==> config.mk <==
export PLATFORM = sky130hd
export DESIGN_NAME = prog_loader
export DESIGN_NICKNAME = d
export VERILOG_FILES = /design/src/rtl/prog_loader.sv
export SDC_FILE = /design/constraint.sdc
export NUM_CORES = 1
export LEC_CHECK = 0
export ABC_AREA = 1
export BUFFER_PORTS_ARGS = -buffer_cell sky130_fd_sc_hd__clkbuf_2
export CORE_MARGIN = 2
export CORE_UTILIZATION = 35
export DETAILED_ROUTE_END_ITERATION = 8
export HOLD_SLACK_MARGIN = 0.12
export PLACE_DENSITY = 0.54
export RECOVER_POWER = 100
export SKIP_CTS_REPAIR_TIMING = 1
export SLEW_MARGIN = 20
export SYNTH_ARGS = -nofsm -noshare
export SYNTH_HDL_FRONTEND = slang
export SYNTH_SLANG_ARGS = --single-unit
==> constraint.sdc <==
create_clock -name clk -period 1.5 [get_ports clk]
set_input_delay 0.225 -clock clk [delete_from_list [all_inputs] [get_ports clk]]
set_output_delay 0.225 -clock clk [all_outputs]
set_load 0.01 [all_outputs]
==> src/rtl/prog_loader.sv <==
// Byte-serial program loader: holds the core in reset while a host streams
// instruction words into program memory and reads them back.
module prog_loader #(
  parameter int unsigned ADDR_W      = 9,
  parameter int unsigned DATA_W      = 12,
  parameter int unsigned RELEASE_DLY = 4
) (
  input  logic              clk,
  input  logic              rst_n,
  input  logic [7:0]        rxData,
  input  logic              rxValid,
  output logic              rxReady,
  output logic [7:0]        txData,
  output logic              txValid,
  input  logic              txReady,
  output logic [ADDR_W-1:0] memAddr,
  output logic [DATA_W-1:0] memWData,
  output logic              memWe,
  input  logic [DATA_W-1:0] memRData,
  output logic              cpuHold,
  output logic              err
);

  localparam int unsigned CNT_W = 4;

  localparam logic [7:0] CMD_ENTER = 8'hA5;
  localparam logic [7:0] CMD_LOAD  = 8'h01;
  localparam logic [7:0] CMD_WRITE = 8'h02;
  localparam logic [7:0] CMD_READ  = 8'h03;
  localparam logic [7:0] CMD_EXIT  = 8'h5A;

  typedef enum logic [2:0] {
    S_IDLE,
    S_GET_B0,
    S_GET_B1,
    S_WRITE,
    S_SEND_LO,
    S_SEND_HI,
    S_RELEASE
  } state_t;

  state_t             state;
  logic [ADDR_W-1:0]  addr;
  logic [DATA_W-1:0]  rd_buf;
  logic [CNT_W-1:0]   cnt;
  logic [7:0]         b0;
  logic               is_write;
  logic               rx_fire;

  // Handshake and strobe outputs are pure decodes of the state register.
  assign rxReady = (state == S_IDLE) || (state == S_GET_B0) || (state == S_GET_B1);
  assign txValid = (state == S_SEND_LO) || (state == S_SEND_HI);
  assign memWe   = (state == S_WRITE);
  assign memAddr = addr;
  assign txData  = (state == S_SEND_HI) ? 8'(rd_buf >> 8) : rd_buf[7:0];
  assign rx_fire = rxValid && rxReady;

  always_ff @(posedge clk or negedge rst_n) begin
    if (!rst_n) begin
      state    <= S_IDLE;
      addr     <= '0;
      rd_buf   <= '0;
      cnt      <= '0;
      b0       <= '0;
      is_write <= 1'b0;
      memWData <= '0;
      cpuHold  <= 1'b0;
      err      <= 1'b0;
    end else begin
      case (state)
        S_IDLE: begin
          if (rx_fire) begin
            case (rxData)
              CMD_ENTER: begin
                cpuHold <= 1'b1;
                err     <= 1'b0;
              end
              CMD_LOAD, CMD_WRITE: begin
                if (cpuHold) begin
                  is_write <= (rxData == CMD_WRITE);
                  state    <= S_GET_B0;
                end else begin
                  err <= 1'b1;
                end
              end
              CMD_READ: begin
                // Read port is combinational on addr, so capture at accept.
                if (cpuHold) begin
                  rd_buf <= memRData;
                  state  <= S_SEND_LO;
                end else begin
                  err <= 1'b1;
                end
              end
              CMD_EXIT: begin
                if (cpuHold) begin
                  cnt   <= CNT_W'(RELEASE_DLY);
                  state <= S_RELEASE;
                end else begin
                  err <= 1'b1;
                end
              end
              default: err <= 1'b1;
            endcase
          end
        end
        S_GET_B0: begin
          if (rx_fire) begin
            b0    <= rxData;
            state <= S_GET_B1;
          end
        end
        S_GET_B1: begin
          if (rx_fire) begin
            if (is_write) begin
              memWData <= DATA_W'({rxData, b0});
              state    <= S_WRITE;
            end else begin
              addr  <= ADDR_W'({rxData, b0});
              state <= S_IDLE;
            end
          end
        end
        S_WRITE: begin
          addr  <= addr + ADDR_W'(1);
          state <= S_IDLE;
        end
        S_SEND_LO: begin
          if (txReady) state <= S_SEND_HI;
        end
        S_SEND_HI: begin
          if (txReady) begin
            addr  <= addr + ADDR_W'(1);
            state <= S_IDLE;
          end
        end
        S_RELEASE: begin
          if (cnt <= CNT_W'(1)) begin
            cnt     <= '0;
            cpuHold <= 1'b0;
            state   <= S_IDLE;
          end else begin
            cnt <= cnt - CNT_W'(1);
          end
        end
        default: state <= S_IDLE;
      endcase
    end
  end

endmodule

Word-level counts from Yosys, hierarchy flattened
Index checks and enable logic that the tools add are counted.
{ "word_totals": {"register_bits": 51, "input_bits": 24, "out_inout_bits": 34, "elab_cells": 84} }
{ "op_classes": {"add_sub_neg": 2, "magnitude_cmp": 1, "eq_ne": 26, "mux": 28, "reduce_logical": 18} }
{ "op_table": {"columns": ["cell", "n"], "rows": [
  ["$mux W3", 9],
  ["$mux W9", 3],
  ["$pmux W9 S3", 1],
  ["$reduce_and A4 Y1", 5],
  ["$ne A2 B2 Y1 const B", 9],
  ["$pmux W3 S6", 1],
  ["$eq A8 B2 Y1 const B", 2],
  ["$mux W4", 4],
  ["$reduce_and A10 Y1", 1],
  ["$add A9 B1 Y9 const B", 1],
  ["$eq A3 B3 Y1 const B", 3],
  ["$ne A3 B3 Y1 const B", 3],
  ["$pmux W3 S3", 1],
  ["$eq A8 B1 Y1 const B", 1],
  ["$eq A8 B7 Y1 const B", 1],
  ["$eq A8 B8 Y1 const B", 1],
  ["$mux W8", 1],
  ["$pmux W4 S2", 1],
  ["$eq A3 B2 Y1 const B", 2],
  ["$reduce_and A3 Y1", 2],
  ["$le A4 B1 Y1 const B", 1],
  ["$mux W1", 4],
  ["$ne A2 B1 Y1 const B", 2],
  ["$ne A4 B1 Y1 const B", 1],
  ["12 further kinds", 15]
]} }

Logic depth before layout (Yosys ltp)
{ "logic_depth": {"ltp_word": 6, "mapped_depth": 9, "mapped_depth_nobuf": 9} }

Worst setup path after synthesis
Ideal clock, no wire load.
{ "synth_timing": {"path_type": "flip-flop to flip-flop", "start": "register state[2]", "end": "register rd_buf[10]", "setup_time_ns": 0.117, "t_arrival_ns": 1.336, "required_time_ns": 1.383, "setup_slack_ns": 0.047, "stages_incl_launch_ff": 10, "path_buffers": 2, "period_less_slack_ns": 1.453, "cell_sequence": "dfrtp_1 inv_4 nand3_4 inv_4 nand3_2 or2_1 buf_6 buf_6 nand2_1 o21ai_2"} }
{ "synth_between": {"elab_chain_cells": 5, "elab_cells_between_ends": 7, "cone_classes": "eq/ne: 2; reduce/logical: 5"} }
{ "synth_rtl": {"columns": ["item", "line", "rtl"], "rows": [
  ["start: declaration", "42", "state_t state;"],
  ["start signal: assignment", "60", "state <= S_IDLE;"],
  ["start signal: assignment", "81", "state <= S_GET_B0;"],
  ["start signal: assignment", "90", "state <= S_SEND_LO;"],
  ["$eq A3 B1 Y1 or $logic_not A3 Y1 (tied branches)", "51, 70", null],
  ["$logic_or A1 B1 Y1 (2 in series)", "51", "assign rxReady = (state == S_IDLE) || (state == S_GET_B0) || (state == S_GET_B1);"],
  ["$logic_and A1 B1 Y1", "56", "assign rx_fire = rxValid && rxReady;"],
  ["$reduce_and A4 Y1 (no line) (*)", null, null],
  ["end signal: assignment", "89", "rd_buf <= memRData;"],
  ["end: declaration", "44", "logic [DATA_W-1:0] rd_buf;"]
]} }
Mark *: on every way between the ends. The rest lies on a longest branch, timed or not.
A chain may end at the register's enable or synchronous reset.

Worst setup path in the final report
{ "layout_timing": {"start": "register state[1]", "end": "output port txData[2]"} }
{ "layout_between": {"elab_chain_cells": 2} }
{ "layout_rtl": {"columns": ["item", "line", "rtl"], "rows": [
  ["$eq A3 B3 Y1", "55", "assign txData = (state == S_SEND_HI) ? 8'(rd_buf >> 8) : rd_buf[7:0];"],
  ["$mux W8", "55", null],
  ["end: declaration", "13", "output logic [7:0] txData,"]
]} }
No other way between the ends.

==> flow_summary.ini <==
[outcome]
status = complete, but fails checks
violations = negative setup slack

[route]
drc_errors = 0
ant_nets = 0
vias = 2506
drtIter0Drc = 82
wl_um = 6370
routedWlPerCell_um = 11.5
first_pass_iters = 4
vias_per_cell = 4.54

[clock_tree]
cts_buffers = 5
cts_root_buf = clkbuf_8
clk_latency_ps = 310
clk_pin_slew_ps = 100
clock_sinks = 51
cts_buffer_depth = 2
cts_tree = yes
htreeDepth = 2

[floorplan]
fp.dieW_um = 93.1
die_h_um = 93.1
core_area_sq_um = 7730
rows = 32
io_pins = 58
start_util_pct = 36.0
die-area_sq_um = 8670

[sta]
worst_clock_skew_ps = 5.32
max_freq_ghz = 0.561
rsz0062_at_grt = yes
max_slew_margin_pct = 51.7
maxSlewViolCount = 0
tightest_slew_ps = 725
fin_crit_ps = 1780
period_share_pct = 119
fin_ws_ps = -283
setup_viol_count_final = 21
timing.hold.ws_ps = 129
hold_viol_final = 0

[logic_synthesis]
synth_seq_cells = 51
yosysWarnings = 0
avgSynthCellArea_sq_um = 7.55
syn_nets = 395
seq_area_frac_synth_pct = 45.9
synth_area_sq_um = 2780
netlist_instances = 368
synth_cell_types = 31

[critical_path]
path_max_fanout = 6
worstPathRequired_ps = 1270
critPathKind = reg2out
cp.arrival_ps = 1560
worstSetupStartpointType = flop
end_kind = output port

[final_layout]
syn_to_final_growth_pct = 25.2
nFillCells = 840
final_cell_mix = nand2_1, dfrtp_1, inv_1
stdcell_count = 552
n_antenna_cell = 0
nets = 476
final_common_cell = nand2_1
final_core_utilization_pct = 45.0
drive_above_1_share_pct = 25.8

[placed_design]
port_buffers = 57
gp_congestion = 0.795
dp.cells = 535
dp_hpwl_um = 4700

[power_and_ir_drop]
peakVddDrop_uv = 485
p_total_mw = 4.73
powerDensity_nw_per_um2 = 1360
leakage_nw = 1.83

[grt]
grtUsageTotal_pct = 15.2
grt_max_degree = 52
first_global_vias = 2331
overflow = 0
antenna_found_initial = 0
grt_pass1_wl_um = 10600

[hold_path]
hp-class = in2reg

[job]
maxCapViolCount = 0
## state kept, by name, summed over array words and instances, names as in the netlist
register  flops
b0            8
err           1
cnt           4
is_write      1
cpuHold       1
memAddr       9
state         3
rd_buf       12
memWData     12
## worst max-delay path, cell delays in order (launching register included)
cell	delay, ps
dfrtp_1	400
inv_2	100
nand2_2	80
nor2_4	220
clkinvlp_4	190
nand2_1	80
nand2_1	50
buf_2	130
## synth_stat cells
cell type	count	share of area, %
nand4_2	1	0.45
o21ai_1	2	0.36
inv_1	50	6.8
o211ai_1	1	0.27
nand3_2	2	0.72
dfrtp_1	51	46
nand3_1	20	3.6
nand3_4	1	0.63
buf_2	1	0.18
inv_2	2	0.27
or2_2	1	0.23
nand2_2	2	0.45
clkinv_1	1	0.13
o21ai_2	13	4.1
xnor2_1	3	0.95
clkbuf_1	2	0.27
buf_12	1	0.72
ha_1	3	1.4
nor2_1	20	2.7
buf_6	2	0.81
or2_1	1	0.23
nor2_2	3	0.68
clkinv_2	1	0.18
nor3_1	2	0.36
inv_4	2	0.45
o21ai_0	34	6.1
nand4_1	5	1.1
a21oi_1	4	0.72
nor2_4	1	0.41
nand2_1	133	18
xor2_1	3	0.95
## area by class of cell
type / count / area, sq um / share of cell area (%)
timing repair buffer: 78 / 450 / 12.9
tap: 102 / 128 / 3.67
clock inverter: 3 / 23.8 / 0.683
clock buffer: 5 / 68.8 / 1.98
sequential: 51 / 1280 / 36.7
inverter: 56 / 221 / 6.36
multi-input combinational: 256 / 1300 / 37.4
timing repair inverter: 1 / 7.51 / 0.216
## per-layer routing
layer  vias to the layer above  share of wire [%]  global-route usage, %
li1                       1310                  -                      -
met1                      1142                 47                   19.7
met2                        47                 48                   26.0
met3                         7                4.1                   2.66
met4                         0                1.2                   4.41
met5                         -                  0                      0
## path summary, 6_finish.rpt
kind / slack [ps] / to / cells after the start / start
worst min register to register: 480 / err / 2 / err
max in group asynchronous: 360 / state[2] / 3 / rst_n
worst max register to register: -60 / rd_buf[8] / 8 / state[0]
worst max-delay path: -280 / txData[2] / 7 / state[1]
min in group asynchronous: 600 / memWData[3] / 3 / rst_n
worst min-delay path: 130 / rd_buf[3] / 3 / memRData[3]
## logic make-up (layout without fill, tap and decap cells)
logic type | after synthesis | count (layout) | synth area share [%]
xor+xnor | 6 | 6 | 1.89
simple gates | 192 | 193 | 29.5
compound gates | 54 | 54 | 11.6
buf+inv | 62 | 143 | 9.77
flops | 51 | 51 | 45.9
fa+ha+maj | 3 | 3 | 1.35
## power breakdown
group | switching (mW) | total (mW) | internal (mW)
Clock | 0.499 | 0.833 | 0.335
Combinational | 1.20 | 1.92 | 0.725
Sequential | 0.266 | 1.98 | 1.71
## per-stage QoR
step / setup TNS, ps / instance area (sq um) / setup WS, ps
2_1_floorplan: 0 / 2780 / 46.5
3_3_place_gp: -18.3 / 3280 / -7.68
3_5_place_dp: -212 / 3280 / -36.9
4_1_cts: -3670 / 3370 / -405
5_1_grt: -7190 / 3480 / -406
6_report: -2880 / 3480 / -283
No activity file was read; power rests on OpenSTA's default activity.
